`src/rtl/uart_rx.sv`:
```
// uart_rx: serial frame receiver (start, p_WORD_LEN data bits LSB first, one stop bit)
// with a 2-flop input synchronizer, framing-error reporting and break hold-off.
module uart_rx #(
    parameter int p_CLK_DIV  = 104,
    parameter int p_WORD_LEN = 8
) (
    input  logic                  i_clk,
    input  logic                  i_rst_n,
    input  logic                  i_rx,
    output logic [p_WORD_LEN-1:0] o_data,
    output logic                  o_done,
    output logic                  o_err,
    output logic                  o_active
);
    localparam int CW = $clog2(p_CLK_DIV + 1);
    localparam int BW = $clog2(p_WORD_LEN + 1);
    localparam logic [CW-1:0] HALF_CNT = CW'(p_CLK_DIV / 2);
    localparam logic [CW-1:0] FULL_CNT = CW'(p_CLK_DIV);
    localparam logic [BW-1:0] LAST_BIT = BW'(p_WORD_LEN - 1);

    typedef enum logic [2:0] {
        s_IDLE  = 3'd0,
        s_START = 3'd1,
        s_DATA  = 3'd2,
        s_STOP  = 3'd3,
        s_BREAK = 3'd4
    } state_t;

    state_t                state_q, state_d;
    logic                  sync1_q, sync2_q;
    logic                  rx_s;
    logic [CW-1:0]         clk_count_q, clk_count_d;
    logic [BW-1:0]         bit_count_q, bit_count_d;
    logic [p_WORD_LEN-1:0] shift_q, shift_d;
    logic [p_WORD_LEN-1:0] data_q, data_d;
    logic                  done_q, done_d;
    logic                  err_q, err_d;
    logic                  active_q, active_d;

    assign rx_s = sync2_q;

    always_comb begin
        state_d     = state_q;
        clk_count_d = clk_count_q;
        bit_count_d = bit_count_q;
        shift_d     = shift_q;
        data_d      = data_q;
        done_d      = 1'b0;
        err_d       = 1'b0;

        case (state_q)
            s_IDLE: begin
                if (!rx_s) begin
                    state_d = s_START;
                end
            end
            s_START: begin
                // Re-check the line half a bit in; a high here was only a glitch.
                if (clk_count_q == HALF_CNT) begin
                    state_d = rx_s ? s_IDLE : s_DATA;
                end else begin
                    clk_count_d = clk_count_q + CW'(1);
                end
            end
            s_DATA: begin
                if (clk_count_q == FULL_CNT) begin
                    for (int i = 0; i < p_WORD_LEN; i++) begin
                        if (bit_count_q == BW'(i)) begin
                            shift_d[i] = rx_s;
                        end
                    end
                    clk_count_d = '0;
                    if (bit_count_q == LAST_BIT) begin
                        state_d = s_STOP;
                    end else begin
                        bit_count_d = bit_count_q + BW'(1);
                    end
                end else begin
                    clk_count_d = clk_count_q + CW'(1);
                end
            end
            s_STOP: begin
                if (clk_count_q == FULL_CNT) begin
                    if (rx_s) begin
                        data_d  = shift_q;
                        done_d  = 1'b1;
                        state_d = s_IDLE;
                    end else begin
                        err_d   = 1'b1;
                        state_d = s_BREAK;
                    end
                end else begin
                    clk_count_d = clk_count_q + CW'(1);
                end
            end
            s_BREAK: begin
                // Hold off until the line recovers so a long low is not a new start bit.
                if (rx_s) begin
                    state_d = s_IDLE;
                end
            end
            default: begin
                state_d = s_IDLE;
            end
        endcase

        if (state_d != state_q) begin
            clk_count_d = '0;
            bit_count_d = '0;
        end

        active_d = (state_d != s_IDLE);
    end

    always_ff @(posedge i_clk or negedge i_rst_n) begin
        if (!i_rst_n) begin
            sync1_q     <= 1'b1;
            sync2_q     <= 1'b1;
            state_q     <= s_IDLE;
            clk_count_q <= '0;
            bit_count_q <= '0;
            shift_q     <= '0;
            data_q      <= '0;
            done_q      <= 1'b0;
            err_q       <= 1'b0;
            active_q    <= 1'b0;
        end else begin
            sync1_q     <= i_rx;
            sync2_q     <= sync1_q;
            state_q     <= state_d;
            clk_count_q <= clk_count_d;
            bit_count_q <= bit_count_d;
            shift_q     <= shift_d;
            data_q      <= data_d;
            done_q      <= done_d;
            err_q       <= err_d;
            active_q    <= active_d;
        end
    end

    assign o_data   = data_q;
    assign o_done   = done_q;
    assign o_err    = err_q;
    assign o_active = active_q;

endmodule

```
`config.mk`:
```
export PLATFORM = sky130hd
export DESIGN_NAME = uart_rx
export DESIGN_NICKNAME = d
export VERILOG_FILES = /design/src/rtl/uart_rx.sv
export SDC_FILE = /design/constraint.sdc
export NUM_CORES = 1
export LEC_CHECK = 0
export CAP_MARGIN = 10
export CELL_PAD_IN_SITES_DETAIL_PLACEMENT = 0
export CELL_PAD_IN_SITES_GLOBAL_PLACEMENT = 1
export CORE_UTILIZATION = 40
export DETAILED_ROUTE_END_ITERATION = 12
export GPL_ROUTABILITY_DRIVEN = 0
export PLACE_DENSITY_LB_ADDON = 0.12
export SLEW_MARGIN = 0
export SYNTH_ARGS = -nofsm -noshare
export SYNTH_HDL_FRONTEND = slang
export SYNTH_SLANG_ARGS = --single-unit
```
`constraint.sdc`:
```
create_clock -name i_clk -period 2.18 [get_ports i_clk]
set_input_delay 0.436 -clock i_clk [delete_from_list [all_inputs] [get_ports i_clk]]
set_output_delay 0.436 -clock i_clk [all_outputs]
set_load 0.05 [all_outputs]
```
[Word level (Yosys, flattened, before mapping)]
Index checks and enable logic that the tools add are counted.
Cells by class
  $add $sub $neg: 2
  equality and inequality tests: 17
  mux-type cells: 24
  reductions and logical operators: 17
Operators by type and width (count)
  AND reduction 3 bit: 11
  two-way mux 7 bit: 4
  two-way mux 3 bit: 7
  case mux 7 bit (3 select lines): 1
  == test 4 x 3 -> 1 bit, second input constant: 4
  two-way mux 4 bit: 4
  case mux 3 bit (5 select lines): 1
  == test 4 x 2 -> 1 bit, second input constant: 2
  adder 7 x 1 -> 7 bit, second input constant: 1
  == test 7 x 6 -> 1 bit, second input constant: 1
  == test 7 bit, second input constant: 1
  == test 3 x 2 -> 1 bit, second input constant: 2
  two-way mux 1 bit: 6
  != test 3 bit, second input constant: 2
  adder 4 x 1 -> 4 bit, second input constant: 1
  == test 4 x 1 -> 1 bit, second input constant: 1
  logical NOT 4 bit: 1
  nonzero test 2 bit: 2
  nonzero test 4 bit: 1
  == test 3 x 1 -> 1 bit, second input constant: 1
  == test 3 bit, second input constant: 1
  logical NOT 3 bit: 1
  != test 3 bit: 1
  nonzero test 3 bit: 1
  other kinds (2): 2
Storage, ports and cells
  register bits: 35
  bits of input ports: 3
  output and inout bits: 11
  logic and storage cells: 77

[Logic depth before layout (Yosys ltp)]
  depth in word-level cells: 7
  gate-level depth with buffers: 8
  mapped depth without buffers: 7

[Least setup slack after synthesis]
OpenSTA, ideal clock, no wires.
  path type: reg2reg
  from: register clk_count_q[0]
  to: register clk_count_q[2]
  setup time: 0.123 ns
  arrival: 1.825 ns
  data required time: 2.057 ns
  slack: 0.232 ns
  cell stages (with the launch flop): 9
  path through: dfrtp_1 inv_1 ha_1 nand4b_4 nor4_4 a211oi_1 o2111ai_1 buf_2 nor3_1
On the way
  cells in the longest elaborated chain, start to end: 6
  elaborated cells between the ends (all ways): 17
Ends and longest elaborated chain
  start, declared: RTL line 32  | logic [CW-1:0] clk_count_q, clk_count_d;
  start signal, assigned: RTL line 131  | clk_count_q <= clk_count_d;
  == test 7 bit or == test 7 x 6 -> 1 bit (tied branches): RTL line 66, 83, 59
  two-way mux 3 bit (on tied branches): RTL line 83, 59, 66
  case mux 3 bit (5 select lines): RTL line 51  | case (state_q)
  != test 3 bit: RTL line 107  | if (state_d != state_q) begin
  != test 3 bit (no line) or nonzero test 4 bit (tied branches)
  AND reduction 3 bit (no line)
Parallel ways exist; a longest one is shown, timed or not. The select of a mux whose other input is x is not followed.
A chain may end at the register's enable or synchronous reset.

[Worst setup path after layout]
  from: register clk_count_q[0]
  to: register active_q, in the netlist o_active
On the way
  cells in the longest elaborated chain, start to end: 4
  elaborated cells between the ends (all ways): 7
Ends and longest elaborated chain
  == test 7 bit or == test 7 x 6 -> 1 bit (tied branches): RTL line 66, 83, 59
  two-way mux 3 bit (on tied branches): RTL line 83, 59, 66
  case mux 3 bit (5 select lines) *: RTL line 51
  named net state_d[0]: RTL line 29  | state_t state_q, state_d;
  nonzero test 3 bit *: RTL line 112  | active_d = (state_d != s_IDLE);
  named net active_d: RTL line 38  | logic active_q, active_d;
  end signal, assigned: RTL line 137  | active_q <= active_d;
  end, declared: RTL line 38
Mark *: on every way through the listed nets, which the timed path passes. The rest lies on a longest branch.

==> flow_summary.toml <==
[setup_path]
r2r-start = "clk_count_q[0]"
endpoint = "o_active"
r2r.worst_path.cells = 7
cp_max_fo = 4
crit_path_end_kind = "flip-flop"
worstPathArrival_ns = 2.17
cp-startpoint = "clk_count_q[0]"
regToRegEndpoint = "o_active"
critPathKind = "flip-flop to flip-flop"
crit_path_start_kind = "flip-flop"
crit_required_ns = 2.34
rrSetupSlack_ns = 0.17

[grt]
antenna_found_initial = 0
gr-total-overflow = 0
grt_max_degree = 36
grt_pass1_wl_mm = 5.513
grtUsageTotal = 0.1667
grt_pass1_vias = 1207

[power]
clkPwrFrac = 0.398
p_switching_uw = 240.2
ir_drop_mv = 0.3596
p_seq_frac = 0.586
power_mw = 1.121
switching_share = 0.2143
leakage_nw = 0.8922
p_int_uw = 880.5
p_comb_frac = 0.016
powerDensity_nw_per_um2 = 549.2

[clocking]
htree_levels = 2
post_cts_buffers = 0
cts_buffers = 5
clkSlewWorstSetupHoldPaths_ns = 0.07
insertion_delay_ns = 0.28
cts_hold_buf = 0
cts_tree = "done"
clock-root-buffer = "clkbuf_8"
clk_path_buf_depth = 2
clock_sinks = 35

[cells_and_area]
regArea_um2 = 878.3
fill_cells = 368
fin_nets = 180
postLayoutCellArea_um2 = 2041
finalNonFillerCells = 222
n_antenna_cell = 0
final_common_cell = "dfrtp_1"
syn2layout_area_growth_pct = 18.27
drive_gt1_frac = 0.2267
multi_input_area_um2 = 797.0
finish.utilization = 0.5029
final_cell_mix = "dfrtp_1, mux2_2, clkdlybuf4s50_1"

[placed_design]
placed_cells = 214
dp.final_hpwl_mm = 2.233
place_area_um2 = 1953
place_ws_ns = 0.1465
portBuffers = 13

[logic_synthesis]
yosysSeqAreaShare = 0.5091
avgSynthCellArea_um2 = 11.50
synthesis.nets = 159
ys_warn_count = 0
ys_types = 36
netlist_area_um2 = 1725
ys_ff_latch = 35
postSynthCellCount = 150

[detailed_routing]
dr.pass1.iters = 4
avgViaCountPerCell = 5.306
antenna_left = 0
num_vias = 1178
wl_per_cell_um = 13.96
drc = 0
drt_iter0_markers = 68
drt-total-wl_mm = 3.100

[timing]
fin_hold_ws_ns = 0.3579
rsz0062_at_grt = "no"
worst_pin_slew_ns = 0.4956
setup_ws_ns = 0.1744
report.final.setup_viol = 0
skew_ns = 0.003529
setup-tns-final_ns = 0
final.period_utilization = 0.9200
fmax_mhz = 498.6
relSlewSlack = 0.6686
period_needed_ns = 2.006
hold_viol = 0
slew_violations = 0

[worst_hold_path]
hold_path_class = "flip-flop to flip-flop"
min_from = "sync1_q"

[floorplanning]
io-pin-count = 14
core_um2 = 4058
row_count = 23
die_w_um = 67.68
die_area_um2 = 4580
initial_core_util = 0.4252
die_y_um = 67.68

[run]
drv_cap = 0

[status]
outcome = "finished, final reports clean"
## worst min path at each step
stage,to,slack [ns],cells after the start
finish,rx_s,0.36,0
global route,rx_s,0.36,0
CTS,rx_s,0.36,0
detailed placement,rx_s,0.35,0
global placement,rx_s,0.35,0
floorplan,bit_count_q[0],0.14,0
## critical path, cell delays in order (launching register included)
cell and delay, ns:
dfrtp_1 0.38, inv_1 0.09, ha_2 0.23, nand4b_4 0.15
nor2_1 0.22, nor2_1 0.08, or3b_1 0.37, or3_1 0.38
## state kept, by name, summed over array words and instances (netlist names)
register,count
o_active,1
o_err,1
rx_s,1
sync1_q,1
state_q,3
bit_count_q,4
shift_q,8
clk_count_q,7
o_done,1
o_data,8
## logic make-up (layout without fill, tap and decap cells)
group | after synthesis | in the layout | share of synthesized area
and+or+nand+nor | 54 | 54 | 0.1907
DFF | 35 | 35 | 0.5091
AOI/OAI and AO/OA | 18 | 18 | 0.07469
muxes | 18 | 18 | 0.1160
buffers and inverters | 12 | 34 | 0.03046
xor gates and xnor gates | 7 | 7 | 0.03553
adders and majority gates | 6 | 6 | 0.04351
## Yosys cell counts
library cell	n	share of area
nand2_1	6	0.013
nand3b_1	1	0.0044
o21ai_0	3	0.0087
a41o_1	1	0.0058
or3_1	2	0.0073
nor4_1	1	0.0036
mux2_2	16	0.10
nor3b_1	1	0.0044
dfrtp_1	33	0.48
or3b_1	1	0.0051
dfstp_2	2	0.030
nor4_4	1	0.012
and4bb_2	1	0.0073
nand4b_4	1	0.014
clkbuf_2	1	0.0029
nand4b_1	1	0.0051
a21oi_1	4	0.012
nor2_1	12	0.026
nor3_1	7	0.020
nand4bb_2	1	0.0094
buf_2	2	0.0058
a21o_1	1	0.0044
nand3_1	9	0.026
a211oi_1	5	0.022
o21ai_1	1	0.0029
o31ai_2	2	0.015
clkbuf_1	2	0.0044
nand4_1	2	0.0073
mux2i_1	2	0.012
buf_4	1	0.0044
nor2b_1	5	0.018
and2_1	2	0.0073
xnor2_1	7	0.036
o2111ai_1	1	0.0051
ha_1	6	0.044
inv_1	6	0.013
## power groups by stage
stage / Sequential, mW / Combinational (mW) / Clock (mW)
5_1_grt: 0.657 / 0.0212 / 0.505
3_3_place_gp: 0.669 / 0.0182 / 0
3_5_place_dp: 0.669 / 0.0191 / 0
2_1_floorplan: 0.666 / 0.00283 / 0
4_1_cts: 0.657 / 0.0192 / 0.470
6_report: 0.657 / 0.0177 / 0.446
## cell type report
| type | count | share of cell area |
|---|---|---|
| Sequential cell | 35 | 0.4304 |
| Multi-Input combinational cell | 103 | 0.3906 |
| Timing Repair Buffer | 20 | 0.09565 |
| Clock buffer | 6 | 0.03556 |
| Tap cell | 50 | 0.03066 |
| Inverter | 6 | 0.01104 |
| Clock inverter | 2 | 0.006131 |
## routing by layer
metal  up-vias  track usage  part of all wire
li1        578            -                 -
met1       583       0.2164              0.50
met2        13       0.2574              0.47
met3         4      0.04054             0.027
met4         0      0.07979            0.0068
met5         -            0                 0
## timing repair
item,CTS,global route
endpoints found under the hold margin,0,0
gates resized for setup,0,1
setup endpoints to repair,0,11
Power figures use the tool's default switching activity.
